`src/rtl/mem_rr_arbiter.sv`:
```
// Round-robin arbiter and bus multiplexer in front of the shared memory port.
// Grants are held for a whole client transaction and revoked by a hold-time watchdog.
module mem_rr_arbiter #(
  parameter int unsigned NUM_CLIENTS = 3,
  parameter int unsigned ADDR_WIDTH  = 8,
  parameter int unsigned DATA_WIDTH  = 32,
  parameter int unsigned MAX_HOLD    = 64
) (
  input  logic                              clk,
  input  logic                              resetN,
  input  logic [NUM_CLIENTS-1:0]            requests,
  output logic [NUM_CLIENTS-1:0]            grantedAccess,
  input  logic [NUM_CLIENTS*ADDR_WIDTH-1:0] addressIn,
  input  logic [NUM_CLIENTS*DATA_WIDTH-1:0] dataIn,
  input  logic [NUM_CLIENTS-1:0]            readWriteIn,
  output logic                              enabled,
  output logic [ADDR_WIDTH-1:0]             address,
  output logic [DATA_WIDTH-1:0]             dataToMem,
  output logic                              readWrite,
  output logic                              timeoutPulse,
  output logic                              busy
);

  localparam int unsigned PTR_W  = (NUM_CLIENTS > 1) ? $clog2(NUM_CLIENTS) : 1;
  localparam int unsigned HOLD_W = (MAX_HOLD > 1) ? $clog2(MAX_HOLD) : 1;

  localparam logic ST_IDLE  = 1'b0;
  localparam logic ST_GRANT = 1'b1;

  localparam logic [PTR_W-1:0]  PTR_RST  = PTR_W'(NUM_CLIENTS - 1);
  localparam logic [HOLD_W-1:0] HOLD_END = HOLD_W'(MAX_HOLD - 1);

  logic                   state_q,   state_d;
  logic [NUM_CLIENTS-1:0] grant_q,   grant_d;
  logic                   enabled_q, enabled_d;
  logic [PTR_W-1:0]       ptr_q,     ptr_d;
  logic [HOLD_W-1:0]      hold_q,    hold_d;
  logic [NUM_CLIENTS-1:0] lockout_q, lockout_d;
  logic                   timeout_q, timeout_d;

  logic [NUM_CLIENTS-1:0] eligible_c;
  logic                   sel_found_c;
  logic [PTR_W-1:0]       sel_idx_c;
  int unsigned            scan_idx;

  // Rotating scan starting just after the last-served client.
  always_comb begin
    eligible_c  = requests & ~lockout_q;
    sel_found_c = 1'b0;
    sel_idx_c   = '0;
    scan_idx    = 0;
    for (int unsigned k = 1; k <= NUM_CLIENTS; k++) begin
      scan_idx = 32'(ptr_q) + k;
      if (scan_idx >= NUM_CLIENTS) scan_idx = scan_idx - NUM_CLIENTS;
      if (!sel_found_c && eligible_c[PTR_W'(scan_idx)]) begin
        sel_found_c = 1'b1;
        sel_idx_c   = PTR_W'(scan_idx);
      end
    end
  end

  // Next-state logic; ptr_q doubles as the index of the active grant.
  always_comb begin
    state_d   = state_q;
    grant_d   = grant_q;
    enabled_d = enabled_q;
    ptr_d     = ptr_q;
    hold_d    = hold_q;
    timeout_d = 1'b0;
    lockout_d = lockout_q & requests;

    case (state_q)
      ST_IDLE: begin
        if (sel_found_c) begin
          grant_d            = '0;
          grant_d[sel_idx_c] = 1'b1;
          enabled_d          = 1'b1;
          ptr_d              = sel_idx_c;
          hold_d             = '0;
          state_d            = ST_GRANT;
        end
      end
      ST_GRANT: begin
        if (!requests[ptr_q]) begin
          grant_d   = '0;
          enabled_d = 1'b0;
          state_d   = ST_IDLE;
        end else if (hold_q == HOLD_END) begin
          grant_d          = '0;
          enabled_d        = 1'b0;
          timeout_d        = 1'b1;
          lockout_d[ptr_q] = 1'b1;
          state_d          = ST_IDLE;
        end else begin
          hold_d = hold_q + HOLD_W'(1);
        end
      end
      default: begin
        grant_d   = '0;
        enabled_d = 1'b0;
        state_d   = ST_IDLE;
      end
    endcase
  end

  always_ff @(posedge clk or negedge resetN) begin
    if (!resetN) begin
      state_q   <= ST_IDLE;
      grant_q   <= '0;
      enabled_q <= 1'b0;
      ptr_q     <= PTR_RST;
      hold_q    <= '0;
      lockout_q <= '0;
      timeout_q <= 1'b0;
    end else begin
      state_q   <= state_d;
      grant_q   <= grant_d;
      enabled_q <= enabled_d;
      ptr_q     <= ptr_d;
      hold_q    <= hold_d;
      lockout_q <= lockout_d;
      timeout_q <= timeout_d;
    end
  end

  // One-hot AND-OR mux: all-zero with no grant so memory never sees a stray write.
  always_comb begin
    address   = '0;
    dataToMem = '0;
    readWrite = 1'b0;
    for (int unsigned i = 0; i < NUM_CLIENTS; i++) begin
      if (grant_q[i]) begin
        address   = address   | addressIn[i*ADDR_WIDTH +: ADDR_WIDTH];
        dataToMem = dataToMem | dataIn[i*DATA_WIDTH +: DATA_WIDTH];
        readWrite = readWrite | readWriteIn[i];
      end
    end
  end

  assign grantedAccess = grant_q;
  assign enabled       = enabled_q;
  assign timeoutPulse  = timeout_q;
  assign busy          = (state_q == ST_GRANT);

endmodule

```
`config.mk`:
```
export PLATFORM = sky130hd
export DESIGN_NAME = mem_rr_arbiter
export DESIGN_NICKNAME = d
export VERILOG_FILES = /design/src/rtl/mem_rr_arbiter.sv
export SDC_FILE = /design/constraint.sdc
export NUM_CORES = 1
export LEC_CHECK = 0
export CORE_MARGIN = 4
export CORE_UTILIZATION = 29
export CTS_CLUSTER_DIAMETER = 60
export DETAILED_ROUTE_END_ITERATION = 7
export PLACE_DENSITY = 0.82
export SLEW_MARGIN = 5
export SYNTH_ARGS = -nofsm -noshare
export SYNTH_HDL_FRONTEND = slang
export SYNTH_SLANG_ARGS = --single-unit
export TNS_END_PERCENT = 50
```
`constraint.sdc`:
```
create_clock -name clk -period 3.2 [get_ports clk]
set_clock_uncertainty 0.1 [all_clocks]
set_input_delay 0.48 -clock clk [delete_from_list [all_inputs] [get_ports clk]]
set_output_delay 0.48 -clock clk [all_outputs]
set_load 0.02 [all_outputs]
```
==> impl_results.rst <==
.. list-table::
   :header-rows: 1

   * - Metric
     - Value
   * - Number of placement rows
     - 27
   * - Final non-filler cell area
     - 3520 um^2
   * - Most common cell after layout, fill and taps aside
     - sky130_fd_sc_hd__clkdlybuf4s50_1
   * - Final global-route overflow total
     - 0
   * - Number of inserted filler cells in the final layout
     - 458
   * - Crit-path leading delay family
     - buffers and inverters
   * - Share of synthesized area occupied by flip-flops and latches
     - 25.6%
   * - Initial core utilization
     - 30.1%
   * - Setup repair bufs after CTS
     - 0
   * - Power per standard cell area
     - 774 nW/um^2
   * - Final hold violation count
     - 0
   * - Drt first-iter violations
     - 222
   * - Post-synthesis cell area
     - 1670 um^2
   * - Status
     - completed
   * - Number of buffers created by CTS
     - 3
   * - Arrival time at the worst endpoint
     - 2120 ps
   * - Area added between synthesis and finish
     - 111%
   * - Critical-path top delay cell
     - sky130_fd_sc_hd__clkdlybuf4s50_1
   * - Biggest cell delay along the critical path
     - 640 ps
   * - Routability-driven placement congestion ratio
     - 0.857
   * - CTS H-tree depth
     - 1
   * - Average cell area after synthesis
     - 8.42 um^2
   * - Layout cell share with drive strength beyond 1
     - 5.75%
   * - Number of distinct library cell variants in the gate-level netlist after synthesis
     - 44
   * - Max-cap viol count
     - 0
   * - Worst path bufs/invs
     - 3
   * - Type of the worst setup path
     - reg -> out
   * - DP HPWL
     - 6.52 mm
   * - Startpoint of the worst setup timing path
     - grantedAccess[0]
   * - Cells after Synth
     - 198
   * - Critical path endpoint category
     - output pin
   * - Cell area reported after detailed placement
     - 3470 um^2
   * - Wire length of the first global-routing pass
     - 12.1 mm
   * - Highest-count cells in the layout ignoring fill and taps
     - 174 x sky130_fd_sc_hd__clkdlybuf4s50_1, 45 x sky130_fd_sc_hd__inv_1, 41 x sky130_fd_sc_hd__a222oi_1
   * - Number of cells upsized or downsized after cts
     - 0
   * - Worst slew margin
     - 48.9%
   * - Clock Sinks
     - 17
   * - Core outline area
     - 5540 um^2
   * - Slew @ Worst Pin
     - 764 ps
   * - Post-route setup slack
     - 496 ps
   * - Maximum number of pins on one net before global-route repair
     - 35
   * - Critical Path RT
     - 2620 ps
   * - Timing-limited maximum frequency
     - 370 MHz
   * - Die boundary width
     - 83.8 um
   * - Hold crit path type
     - reg -> reg
   * - Dpl ws
     - 571 ps
   * - Source of the worst register-to-register timing path
     - ptr_q[0]
   * - Static leakage power
     - 1.57 nW
   * - Critical Path Start Type
     - register
   * - Max rail drop VDD
     - 589 uV
   * - Antenna violations before repair
     - 0
   * - Ratio of routed vias to standard cells
     - 5.31
   * - 1st-pass router iterations
     - 6
   * - Remaining design rule violation count
     - 0
   * - Yosys synthesis warning count
     - 0
   * - Startpoint of the lowest-slack hold path
     - enabled
   * - Final slew viol count
     - 0
   * - Global-route usage over all layers
     - 21.1%
   * - Number of synthesized register bits
     - 17
   * - Number of global-route vias before repair
     - 2340
   * - Number of vias in the routed layout
     - 2321
   * - Time the worst path needs with I/O delays and setup
     - 2700 ps
   * - Highest fanout seen on the critical path
     - 34
   * - Number of I/O pins
     - 175
   * - Setup Viol. Count Final
     - 0
   * - Number of port buffers
     - 174
   * - Post-CTS Hold Buffers
     - 0
   * - Die footprint
     - 7030 um^2
   * - Number of nets in the final layout
     - 500
   * - TritonCTS clock tree
     - done
   * - Clk root buf
     - sky130_fd_sc_hd__clkbuf_8
   * - Wirelength per Cell
     - 18.6 um
   * - Number of routed nets with antenna violations
     - 0
   * - Final Power
     - 2.72 mW
   * - Post-synth net total
     - 332
   * - Latest clock arrival within the worst-skew pair
     - 250 ps
   * - RSZ-0062 raised after global routing
     - no
   * - Total Routed Length
     - 8.11 mm
   * - Clk pin slew, worst setup/hold paths
     - 60 ps
   * - Accumulated negative setup slack
     - 0 ps
   * - Worst-path cell chain
     - buf_4 -> a222oi_1 -> inv_1 -> clkdlybuf4s50_1
   * - Vert. Die Dim
     - 83.8 um
   * - Clock Tree Buf Depth
     - 2
   * - Share of the clock period used by the worst path
     - 84.5%
   * - Diodes inserted
     - 0
-- worst paths after layout --
| check | endpoint | slack [ps] | cells after the start |
|---|---|---|---|
| hold / removal | enabled | 380 | 1 |
| hold reg to reg | enabled | 380 | 1 |
| min in group asynchronous | hold_q[1] | 580 | 1 |
| setup reg to reg | grantedAccess[2] | 560 | 7 |
| max in group asynchronous | lockout_q[1] | 1950 | 1 |
| setup / recovery | dataToMem[24] | 500 | 4 |
-- synthesized netlist by cell type --
cell / count / area [um^2]
sky130_fd_sc_hd__a21o_1: 1 / 7.51
sky130_fd_sc_hd__a21oi_1: 4 / 20.0
sky130_fd_sc_hd__a221o_1: 1 / 10.0
sky130_fd_sc_hd__a222oi_1: 41 / 410
sky130_fd_sc_hd__a22o_1: 4 / 35.0
sky130_fd_sc_hd__a31oi_1: 4 / 25.0
sky130_fd_sc_hd__and2_1: 1 / 6.26
sky130_fd_sc_hd__and2b_4: 1 / 10.0
sky130_fd_sc_hd__and3_1: 2 / 12.5
sky130_fd_sc_hd__and3_4: 1 / 11.3
sky130_fd_sc_hd__and4b_1: 1 / 10.0
sky130_fd_sc_hd__buf_2: 1 / 5.00
sky130_fd_sc_hd__buf_6: 1 / 11.3
sky130_fd_sc_hd__clkbuf_1: 15 / 56.3
sky130_fd_sc_hd__dfrtp_1: 16 / 400
sky130_fd_sc_hd__dfstp_2: 1 / 26.3
sky130_fd_sc_hd__ha_1: 6 / 75.1
sky130_fd_sc_hd__inv_1: 45 / 169
sky130_fd_sc_hd__mux2i_1: 1 / 10.0
sky130_fd_sc_hd__nand2_1: 6 / 22.5
sky130_fd_sc_hd__nand2b_1: 4 / 25.0
sky130_fd_sc_hd__nand3_1: 6 / 30.0
sky130_fd_sc_hd__nand3_4: 1 / 17.5
sky130_fd_sc_hd__nand3b_1: 2 / 15.0
sky130_fd_sc_hd__nand4_1: 1 / 6.26
sky130_fd_sc_hd__nor2_1: 3 / 11.3
sky130_fd_sc_hd__nor2b_1: 2 / 12.5
sky130_fd_sc_hd__nor3_1: 4 / 20.0
sky130_fd_sc_hd__nor4_1: 1 / 6.26
sky130_fd_sc_hd__nor4b_2: 2 / 30.0
sky130_fd_sc_hd__nor4bb_1: 1 / 10.0
sky130_fd_sc_hd__o2111ai_1: 1 / 8.76
sky130_fd_sc_hd__o21ai_0: 3 / 15.0
sky130_fd_sc_hd__o21ai_2: 2 / 17.5
sky130_fd_sc_hd__o22ai_1: 1 / 6.26
sky130_fd_sc_hd__o22ai_2: 1 / 12.5
sky130_fd_sc_hd__o2bb2ai_1: 2 / 17.5
sky130_fd_sc_hd__o2bb2ai_2: 1 / 15.0
sky130_fd_sc_hd__o32a_1: 1 / 10.0
sky130_fd_sc_hd__or2_2: 1 / 6.26
sky130_fd_sc_hd__or3_1: 2 / 12.5
sky130_fd_sc_hd__or3_4: 1 / 11.3
sky130_fd_sc_hd__xnor2_1: 1 / 8.76
sky130_fd_sc_hd__xor2_1: 1 / 8.76
-- area by class of cell --
| type | instances | area, um^2 | area share [%] |
|---|---|---|---|
| Tap cell | 72 | 90.1 | 2.56 |
| Sequential cell | 17 | 427 | 12.1 |
| Timing Repair Buffer | 180 | 1790 | 50.8 |
| Clock buffer | 4 | 45.0 | 1.28 |
| Multi-Input combinational cell | 119 | 1000 | 28.4 |
| Inverter | 45 | 169 | 4.80 |
-- kinds of logic after synthesis --
group	after synthesis	share of synthesized area, %
fa+ha+maj	6	4.50
xor+xnor	2	1.05
buf+inv	62	14.5
mux	1	0.600
compound gates	67	36.6
simple gates	43	17.2
flops	17	25.6
-- flip-flops by register name (all words and copies together) (netlist names) --
name           cells
timeoutPulse       1
ptr_q              2
lockout_q          3
grantedAccess      3
busy               1
hold_q             6
enabled            1
-- stage by stage --
step	utilization (%)	std cells	hold slack, ps
2_1_floorplan	-	198	84.4
3_3_place_gp	62.7	433	366
3_5_place_dp	62.7	433	377
4_1_cts	63.5	437	388
5_1_grt	63.5	437	428
6_report	63.5	437	384
-- routing by layer --
layer | vias to the layer above | share of wire (%) | track usage (%) | routed length [um]
li1 | 1112 | - | - | -
met1 | 1066 | 40 | 25.5 | 3250
met2 | 131 | 50 | 38.0 | 4070
met3 | 12 | 8.2 | 4.44 | 669
met4 | 0 | 1.6 | 4.82 | 131
met5 | - | 0 | 0 | 0
-- report_power, final --
part	internal [mW]	switching (mW)	total, mW	leakage, nW
clock network	0.0885	0.0716	0.160	0.0228
registers	0.268	0.0806	0.349	0.224
logic	1.06	1.15	2.21	1.32
(Power assumes the default switching activity.)
